$ cat config.mk
export PLATFORM = sky130hd
export DESIGN_NAME = serial_rx_deframer
export DESIGN_NICKNAME = d
export VERILOG_FILES = /design/src/rtl/serial_rx_deframer.sv
export SDC_FILE = /design/constraint.sdc
export NUM_CORES = 1
export LEC_CHECK = 0
export BUFFER_PORTS_ARGS = -buffer_cell sky130_fd_sc_hd__buf_2
export CAP_MARGIN = 40
export CORE_MARGIN = 5
export CORE_UTILIZATION = 50
export CTS_BUF_LIST = sky130_fd_sc_hd__clkbuf_2 sky130_fd_sc_hd__clkbuf_4 sky130_fd_sc_hd__clkbuf_8
export CTS_CLUSTER_DIAMETER = 150
export DETAILED_ROUTE_END_ITERATION = 8
export PLACE_DENSITY = 0.66
export REMOVE_ABC_BUFFERS = 1
export SYNTH_ARGS = -nofsm -noshare
export SYNTH_HDL_FRONTEND = slang
export SYNTH_SLANG_ARGS = --single-unit
$ cat constraint.sdc
create_clock -name clk -period 1.95 [get_ports clk]
set_input_delay 0 -clock clk [delete_from_list [all_inputs] [get_ports clk]]
set_output_delay 0 -clock clk [all_outputs]
set_load 0.01 [all_outputs]
$ cat src/rtl/serial_rx_deframer.sv
// serial_rx_deframer: recovers start/8N/stop frames from an asynchronous line into bytes.
// Define RX_MAJORITY_VOTE_EN to decide each bit by a 2-of-3 vote around mid-bit.
module serial_rx_deframer #(
    parameter int CLKS_PER_BIT = 8,
    parameter int CNT_W        = 10
) (
    input  logic       clk,
    input  logic       rst,
    input  logic       serialIn,
    output logic [7:0] dataOut,
    output logic       valid,
    output logic       frameErr,
    output logic       busy
);
    localparam int H = CLKS_PER_BIT / 2;
`ifdef RX_MAJORITY_VOTE_EN
    localparam logic [CNT_W-1:0] START_LAST = CNT_W'(H + 1);
`else
    localparam logic [CNT_W-1:0] START_LAST = CNT_W'(H);
`endif
    localparam logic [CNT_W-1:0] BIT_LAST = CNT_W'(CLKS_PER_BIT - 1);

    typedef enum logic [2:0] {IDLE, START, DATA, STOP, WAIT_HIGH} state_t;

    state_t           state_q, state_d;
    logic [1:0]       sync_q, sync_d;
    logic [CNT_W-1:0] cnt_q, cnt_d;
    logic [2:0]       idx_q, idx_d;
    logic [7:0]       sh_q, sh_d, data_q, data_d;
    logic             valid_q, valid_d, ferr_q, ferr_d;
    logic             rx_s, bit_s, at_sample;

    assign rx_s = sync_q[1];
    assign sync_d = {sync_q[0], serialIn};

`ifdef RX_MAJORITY_VOTE_EN
    // Last two synchronized samples; the vote window ends at the decision cycle.
    logic [1:0] hist_q, hist_d;
    assign hist_d = {hist_q[0], rx_s};
    assign bit_s = (hist_q[0] & hist_q[1]) | (hist_q[0] & rx_s) | (hist_q[1] & rx_s);
    always_ff @(posedge clk or negedge rst) begin
        if (!rst) hist_q <= 2'b11;
        else      hist_q <= hist_d;
    end
`else
    assign bit_s = rx_s;
`endif

    always_comb begin
        state_d   = state_q;
        idx_d     = idx_q;
        sh_d      = sh_q;
        data_d    = data_q;
        valid_d   = 1'b0;
        ferr_d    = 1'b0;
        at_sample = (state_q == START) ? (cnt_q == START_LAST) : (cnt_q == BIT_LAST);
        cnt_d     = at_sample ? '0 : cnt_q + CNT_W'(1);
        case (state_q)
            IDLE: begin
                cnt_d = '0;
                if (!rx_s) state_d = START;
            end
            START: begin
                idx_d = 3'd0;
                if (at_sample) state_d = bit_s ? IDLE : DATA;
            end
            DATA: begin
                if (at_sample) begin
                    sh_d  = {bit_s, sh_q[7:1]};
                    idx_d = idx_q + 3'd1;
                    if (idx_q == 3'd7) state_d = STOP;
                end
            end
            STOP: begin
                if (at_sample) begin
                    data_d  = bit_s ? sh_q : data_q;
                    valid_d = bit_s;
                    ferr_d  = !bit_s;
                    state_d = bit_s ? IDLE : WAIT_HIGH;
                end
            end
            WAIT_HIGH: begin
                cnt_d = '0;
                if (rx_s) state_d = IDLE;
            end
            default: state_d = IDLE;
        endcase
    end

    always_ff @(posedge clk or negedge rst) begin
        if (!rst) begin
            state_q <= IDLE;
            sync_q  <= 2'b11;
            cnt_q   <= '0;
            idx_q   <= 3'd0;
            sh_q    <= 8'h00;
            data_q  <= 8'h00;
            valid_q <= 1'b0;
            ferr_q  <= 1'b0;
        end else begin
            state_q <= state_d;
            sync_q  <= sync_d;
            cnt_q   <= cnt_d;
            idx_q   <= idx_d;
            sh_q    <= sh_d;
            data_q  <= data_d;
            valid_q <= valid_d;
            ferr_q  <= ferr_d;
        end
    end

    assign dataOut  = data_q;
    assign valid    = valid_q;
    assign frameErr = ferr_q;
    assign busy     = (state_q != IDLE);
endmodule

==> results of run 1 <==
-- synthesized netlist by cell type, drive strengths merged --
cell,count
a2111oi,1
a21oi,2
a22oi,1
a311oi,1
a31o,1
a31oi,1
a32o,1
and2,2
and3,1
and4,1
buf,3
clkbuf,1
dfrtp,34
dfstp,2
ha,3
inv,5
mux2,18
mux2i,1
nand2,8
nand3,4
nand4,1
nor2,19
nor2b,2
nor3,1
nor3b,1
nor4,3
nor4b,2
o22ai,1
or2,1
xnor2,6
xor2,2
-- sequential cells by signal, summed over array words and instances (netlist names) --
register / cells
dataOut: 8
sync_q: 2
sh_q: 8
state_q: 3
frameErr: 1
idx_q: 3
valid: 1
cnt_q: 10
-- power by group --
group | total, W | internal, W | switching, W
Combinational | 0.000436 | 0.000187 | 0.000249
Clock | 0.000398 | 0.000153 | 0.000245
Sequential | 0.000972 | 0.000835 | 0.000137
-- stage by stage --
| step | utilization (%) | setup slack, ns |
|---|---|---|
| 3_3_place_gp | 55.33 | 0.1873 |
| 5_1_grt | 57.91 | 0.08110 |
| 2_1_floorplan | - | 0.3410 |
| 4_1_cts | 57.87 | 0.1054 |
| 6_report | 57.91 | 0.2122 |
| 3_5_place_dp | 55.33 | 0.1391 |
-- timing repair --
item	CTS	global route
hold endpoints to repair	35	0
resized for setup	0	1
setup endpoints to repair	0	1
hold buffers	2	0
-- layout make-up --
| class | count | area, µm² | area share (%) |
|---|---|---|---|
| Sequential cell | 36 | 903.4 | 51.10 |
| Multi-Input combinational cell | 85 | 648.1 | 36.66 |
| Timing Repair Buffer | 15 | 85.08 | 4.812 |
| Tap cell | 44 | 55.05 | 3.114 |
| Clock buffer | 6 | 45.04 | 2.548 |
| Inverter | 5 | 18.77 | 1.062 |
| Clock inverter | 2 | 12.51 | 0.7077 |
-- routing by layer --
layer	global-route usage, %	part of all wire, %	vias to the layer above	routed length, µm
met5	0	0	-	0
met4	6.853	2.4	0	66
li1	-	-	486	-
met3	4.252	5.2	8	140
met1	18.25	47	486	1262
met2	21.69	46	27	1228
-- kinds of logic (layout without fill, tap and decap cells) --
family          count (synthesis)  after routing  share of synthesized area (%)
flops                          36             36                          56.81
xor+xnor                        8              8                          4.406
simple gates                   46             46                          15.97
fa+ha+maj                       3              3                          2.361
buf+inv                         9             28                          2.518
mux                            19             19                          13.38
compound gates                  9              9                          4.564
-- worst paths after layout --
kind	cells past startpoint	slack, ns	endpoint
worst max register to register	4	0.21	dataOut[0]
worst min-delay path	2	0.25	sh_q[0]
worst min register to register	0	0.37	sync_q[1]
worst max-delay path	4	0.21	dataOut[0]
max in group asynchronous	2	1.20	dataOut[0]
min in group clk	2	0.29	sync_q[0]
==> results.yml, run 1 <==
route:
  num_vias: 1007
  via_per_inst: 5.218
  drtIter0Drc: 45
  antenna_left: 0
  wire_per_inst_um: 13.98
  drc: 0
  routed_wl_mm: 2.698
  first_pass_iters: 4
clock_network:
  cts.sinks: 36
  postCtsSetupBuffers: 0
  clk_path_buf_depth: 2
  cts_buffers: 5
  cts_root_buffer: "clkbuf_4"
  clkTransAtPathRegs_ns: 0.12
  cts_tree: "done"
  insertion_delay_ns: 0.35
  h-tree-depth: 2
placed_design:
  place_area_um2: 1689
  hpwlAfterDp_mm: 1.914
  place_congestion: 0.8666
  dpl.cell_count: 183
  port_buffers: 13
final_layout:
  final_common_cell: "dfrtp_1"
  fin_nets: 154
  final_area_um2: 1768
  diodes: 0
  stdcell_count: 193
  area_growth_pct: 11.17
  layout_common_cells: "34 x dfrtp_1, 19 x nor2_1, 18 x mux2_2"
  drive_gt1_share_pct: 32.21
  num-fill-cells: 265
setup_path:
  r2r_start: "cnt_q[7]"
  critical-path-max-stage-delay_ns: 0.43
  crit_path_max_fanout: 9
  arrival_ns: 1.96
  setup.worst_path.start: "cnt_q[7]"
  crit_type: "register to register"
  crit_family: "simple AND/OR/NAND/NOR gates"
  crit_buf_inv: 0
  slowest_stage: "dfrtp_1"
  crit_chain: "nor4_1 > and3_2 > nand3_4 > mux2_2"
  cp-end-kind: "register"
  cp-start-kind: "register"
  critPathRequiredTime_ns: 2.17
die:
  row_count: 20
  fp.dieH_um: 66.40
  die-area_um2: 4408
  core_um2: 3053
  die_width_um: 66.40
  initial_core_util_pct: 52.09
  io_pins: 14
timing:
  clock.fmax_mhz: 575.5
  whs_ns: 0.2523
  finalMaxSlewViolations: 0
  post-route-period-util_pct: 89.12
  hold_viol_final: 0
  maxSlewHeadroom_pct: 48.25
  fin_setup_tns_ns: 0
  setup_viol: 0
  timing_worst_slew_pin_value_ns: 0.7763
  rsz0062_at_grt: "false"
  skew_ns: 0.01999
  min_period_ns: 1.738
global_route:
  track_usage_pct: 14.19
  antenna_found_initial: 0
  gr-total-overflow: 0
  grt_start_max_net_pins: 37
  grt_pass1_vias: 1042
  grt_pass1_wl_mm: 4.671
synthesis:
  synth_area_um2: 1590
  yosys.area.top_type_share_pct: 53.50
  synth.area.top_cells: "dfrtp_1 54%, mux2_2 13%, nor2_1 4.5%"
  synth.largest_area_cell: "dfrtp_1"
  syn-instance-count: 130
  synth-seq-area-share_pct: 56.81
  yosysUniqueCellTypes: 35
  avgSynthCellArea_um2: 12.23
  ys_warn_count: 0
  synth_seq_cells: 36
worst_hold_path:
  worst_hold_path_type: "input pin to async pin"
power:
  power_w: 0.001806
  powerDensity_nw_per_um2: 1021
  p_leak_nw: 0.8677
  peakVddDrop_uv: 622.8
status:
  status: "finished, final reports clean"
run:
  drv_cap: 0
No activity file was read; power rests on OpenSTA's default activity.
==> run 2: changes to the inputs <==
Clock period 1.95 ns to 1.8 ns, I/O delays scaled along.
==> run 2 against run 1 <==
Sequential power rose by 6%. Clock power rose by 20%. Via count rose by 3.1%.
==> results.yml, run 2 (synthesis gave the netlist of run 1 again) <==
timing:
  timing_worst_slew_pin_value_ns: 0.7828
  setup_viol: 0
  maxSlewHeadroom_pct: 47.81
  skew_ns: 0.01047
  rsz0062_at_grt: "false"
  whs_ns: 0.2550
  clock.fmax_mhz: 614.1
  hold_viol_final: 0
  finalMaxSlewViolations: 0
  min_period_ns: 1.628
  post-route-period-util_pct: 90.47
  fin_setup_tns_ns: 0
clock_network:
  h-tree-depth: 2
  clk_path_buf_depth: 2
  cts_buffers: 5
  cts.sinks: 36
  postCtsSetupBuffers: 0
  cts_tree: "done"
  insertion_delay_ns: 0.34
  clkTransAtPathRegs_ns: 0.11
  cts_root_buffer: "clkbuf_4"
route:
  first_pass_iters: 4
  num_vias: 1038
  wire_per_inst_um: 14.39
  drtIter0Drc: 81
  antenna_left: 0
  drc: 0
  via_per_inst: 5.242
  routed_wl_mm: 2.850
die:
  die-area_um2: 4408
  fp.dieH_um: 66.40
  initial_core_util_pct: 52.09
  io_pins: 14
  row_count: 20
  die_width_um: 66.40
  core_um2: 3053
global_route:
  grtUsageMet1_pct: 20.28
  top_usage_layer: "met2"
  gr-total-overflow: 0
  grt_pass1_wl_mm: 5.016
  met3_usage_pct: 5.612
  grt_start_max_net_pins: 37
  track_usage_pct: 15.55
  antenna_found_initial: 0
  grt_use_met2_pct: 23.79
  grt_pass1_vias: 1050
placed_design:
  hpwlAfterDp_mm: 2.025
  dpl.cell_count: 188
  port_buffers: 13
  place_congestion: 0.9366
setup_path:
  slowest_stage: "dfrtp_1"
  arrival_ns: 1.87
  worstRegToRegCells: 4
  crit_chain: "nor4b_2 > and3_2 > nand3_4 > mux2_2"
  r2r_start: "cnt_q[8]"
  critical-path-max-stage-delay_ns: 0.43
  crit_path_max_fanout: 9
  reg2reg_to: "dataOut[2]"
  cp-end-kind: "register"
  cp-start-kind: "register"
  critPathRequiredTime_ns: 2.04
  crit_type: "register to register"
  rrSetupSlack_ns: 0.17
power:
  powerDensity_nw_per_um2: 1139
  p_leak_nw: 0.8998
  peakVddDrop_uv: 698.1
final_layout:
  final_common_cell: "dfrtp_1"
  largest_reg_flops: 10
  layout_common_cells: "34 x dfrtp_1, 19 x nor2_1, 18 x mux2_2"
  multiInputGateArea_um2: 661.9
  top_register: "cnt_q"
  num-fill-cells: 274
  area_growth_pct: 14.95
  drive_gt1_share_pct: 35.06
  diodes: 0
  stdcell_count: 198
  fin_nets: 159
  regArea_um2: 903.4
status:
  status: "finished, final reports clean"
run:
  drv_cap: 0
worst_hold_path:
  worst_hold_path_type: "input pin to async pin"
[run 2: cell types whose count changed in the layout (fill, tap and decap cells not counted), sizes merged]
| cell | change |
|---|---|
| buf | +5 |
| clkinv | -1 |
| clkbuf | +1 |
[run 2: repair_timing]
item | CTS | global route
endpoints found under the setup margin | 1 | 14
endpoints found under the hold margin | 35 | 0
hold buffers | 2 | 0
pin swaps | 0 | 0
resized for setup | 1 | 3
[run 2: worst max-delay path: cells and delay by family, from the launching register on]
kind | cells | cell delay, ns
flops | 1 | 0.43
simple gates | 3 | 0.79
mux | 1 | 0.31
[run 2: worst max-delay path by stage]
stage | start | end | slack [ns] | depth (start not counted)
after global placement | cnt_q[7] | dataOut[0] | 0.09 | 4
final | cnt_q[8] | dataOut[2] | 0.17 | 4
after global routing | state_q[1] | cnt_q[5] | 0.004 | 4
after CTS | cnt_q[7] | dataOut[2] | 0.09 | 4
after detailed placement | cnt_q[7] | dataOut[5] | -0.004 | 4
after floorplan | cnt_q[3] | dataOut[0] | 0.19 | 4
[run 2: per-stage QoR]
stage	total power (W)	setup WS, ns	util (%)	cell area (µm²)
global placement	0.001568	0.08551	56.56	1727
global route	0.002217	0.003526	59.88	1828
CTS	0.002083	0.09379	59.43	1814
floorplan	0.001396	0.1910	-	1569
finish	0.002083	0.1716	59.88	1828
detailed placement	0.001600	-0.004469	56.56	1727
[run 2: report_power, final]
part	total, W	switching, W	internal (W)	leakage, nW
Clock	0.000476	0.000269	0.000206	0.0349
Sequential	0.00103	0.000130	0.000905	0.486
Combinational	0.000573	0.000318	0.000254	0.379
[run 2: layout make-up]
| class | count | area share [%] |
|---|---|---|
| Multi-Input combinational cell | 85 | 36.21 |
| Clock inverter | 1 | 0.4107 |
| Inverter | 5 | 1.027 |
| Tap cell | 44 | 3.012 |
| Timing Repair Buffer | 20 | 6.708 |
| Sequential cell | 36 | 49.42 |
| Clock buffer | 7 | 3.217 |
[run 2: per-layer routing]
layer | share of wire (%) | wire length, µm
met2 | 45 | 1295
met5 | 0 | 0
met1 | 48 | 1365
met4 | 1.7 | 48
met3 | 5.0 | 142
==> run 3: changes to the inputs <==
Settings changed: ABC_AREA from default to 1.
==> run 3 against run 2 <==
Register-to-register slack gained 0.16 ns. Synthesized cell count rose by 46%. Clock-buffer cell count did not move. Sequential cell count unchanged. Area after synthesis grew 6.9%. Final cell count rose by 30%. Worst setup slack better by 0.16 ns. Combinational power up 17%. Critical path depth is 2 higher. First-iteration DRC count fell by 27%. Sequential share of layout area fell by 1.7 points. Critical endpoint is now sh_q[4]. Largest cell class unchanged.
==> results.yml, run 3 <==
final_layout:
  drive_gt1_share_pct: 19.91
  area_growth_pct: 11.33
  final_common_cell: "nand2_1"
  largest_reg_flops: 10
  num-fill-cells: 309
  layout_common_cells: "48 x nand2_1, 34 x dfrtp_1, 24 x nor2_1"
  diodes: 0
  final_area_um2: 1893
  fin_nets: 217
  top_register: "cnt_q"
placed_design:
  hpwlAfterDp_mm: 2.158
  pre_cts_ws_ns: 0.3322
  port_buffers: 13
  place_congestion: 0.8130
  place_area_um2: 1808
setup_path:
  arrival_ns: 1.68
  cp-start-kind: "register"
  crit_path_max_fanout: 20
  critPathRequiredTime_ns: 2.01
  crit_type: "register to register"
  cp-end-kind: "register"
clock_network:
  h-tree-depth: 2
  insertion_delay_ns: 0.33
  cts.sinks: 36
  clk_path_buf_depth: 2
  cts_tree: "done"
  cts_root_buffer: "clkbuf_4"
  clkTransAtPathRegs_ns: 0.10
  cts_resized: 0
  cts_buffers: 5
global_route:
  antenna_found_initial: 0
  grt_pass1_vias: 1244
  grt_start_max_net_pins: 37
  gr-total-overflow: 0
  track_usage_pct: 15.72
  grt_pass1_wl_mm: 5.395
timing:
  min_period_ns: 1.468
  maxSlewHeadroom_pct: 48.92
  timing_worst_slew_pin_value_ns: 0.7662
  post-route-period-util_pct: 81.55
  setup_viol: 0
  clock.fmax_mhz: 681.2
  fin_ws_ns: 0.3320
  finalMaxSlewViolations: 0
  rsz0062_at_grt: "false"
  skew_ns: 0.007610
  fin_setup_tns_ns: 0
  whs_ns: 0.2725
  hold_viol_final: 0
synthesis:
  synth_seq_cells: 36
  yosys.area.top_type_share_pct: 50.04
  async_flop_share_pct: 100.0
  synthTopCellsByCount: "48 x nand2_1, 34 x dfrtp_1, 24 x nor2_1"
  syn-instance-count: 190
  synth.area.top_cells: "dfrtp_1 50%, nand2_1 11%, nand3_1 5.6%"
  ys_warn_count: 0
  avgSynthCellArea_um2: 8.949
  synth-seq-area-share_pct: 53.13
  ys.flop_type: "dfrtp_1"
  yosysMostFrequentCell: "nand2_1"
  yosysUniqueCellTypes: 25
  synth.largest_area_cell: "dfrtp_1"
  synth_edf_count: 0
  synth_area_um2: 1700
route:
  via_per_inst: 4.837
  drtIter0Drc: 59
  wire_per_inst_um: 11.38
  first_pass_iters: 4
  routed_wl_mm: 2.925
  num_vias: 1243
  drc: 0
  antenna_left: 0
die:
  fp.dieH_um: 68.32
  row_count: 21
  io_pins: 14
  core_um2: 3311
  die_width_um: 68.32
  die-area_um2: 4667
  initial_core_util_pct: 51.36
power:
  powerDensity_nw_per_um2: 1131
  peakVddDrop_uv: 695.3
  p_leak_nw: 0.9724
  power_w: 0.002140
status:
  status: "finished, final reports clean"
worst_hold_path:
  worst_hold_path_type: "input pin to async pin"
run:
  drv_cap: 0
[run 3: per-stage QoR]
stage | util [%] | instances
5_1_grt | 57.18 | 257
6_report | 57.18 | 257
2_1_floorplan | - | 188
3_3_place_gp | 54.61 | 248
4_1_cts | 57.18 | 257
3_5_place_dp | 54.61 | 248
[run 3: cell families after synthesis]
group,synth area share (%)
AOI/OAI and AO/OA,4.047
buffers and inverters,6.254
and+or+nand+nor,31.27
adders and majority gates,2.208
xor gates and xnor gates,3.091
DFF,53.13
[run 3: path summary, 6_finish.rpt]
path	slack [ns]	depth (start not counted)	end	start
min in group clk	0.31	2	sync_q[0]	serialIn
max in group asynchronous	1.03	2	dataOut[5]	rst
hold reg to reg	0.36	0	sync_q[1]	sync_q[0]
hold / removal	0.27	2	cnt_q[7]	rst
setup reg to reg	0.33	6	sh_q[4]	state_q[0]
setup / recovery	0.33	6	sh_q[4]	state_q[0]
[run 3: critical path, cell delays in order (launching register included)]
cell and delay [ns]:
dfrtp_1 0.49, nor2_1 0.17, nand2_1 0.15, inv_1 0.13
nand3_4 0.21, nand2_1 0.13, o21ai_1 0.07
[run 3: power breakdown]
part	switching (W)	internal, W
Combinational	0.000439	0.000231
Clock	0.000241	0.000221
Sequential	0.000117	0.000891
Total	0.000797	0.00134
[run 3: metal layers]
layer | vias to the layer above | wire length, µm | global-route usage, %
li1 | 641 | - | -
met1 | 580 | 1342 | 19.10
met2 | 19 | 1462 | 25.99
met3 | 3 | 96 | 3.941
met4 | 0 | 24 | 7.444
met5 | - | 0 | 0
[run 3: what timing repair did]
action	CTS	global route
buffers inserted	0	0
hold buffers	2	0
hold endpoints to repair	35	0
[run 3: final cells by class]
type | count | area (µm²) | share of cell area [%]
inverter | 21 | 83.83 | 4.428
timing repair buffer | 16 | 92.59 | 4.891
sequential | 36 | 903.4 | 47.72
multi-input combinational | 131 | 690.7 | 36.48
tap | 46 | 57.56 | 3.040
clock buffer | 7 | 65.06 | 3.437
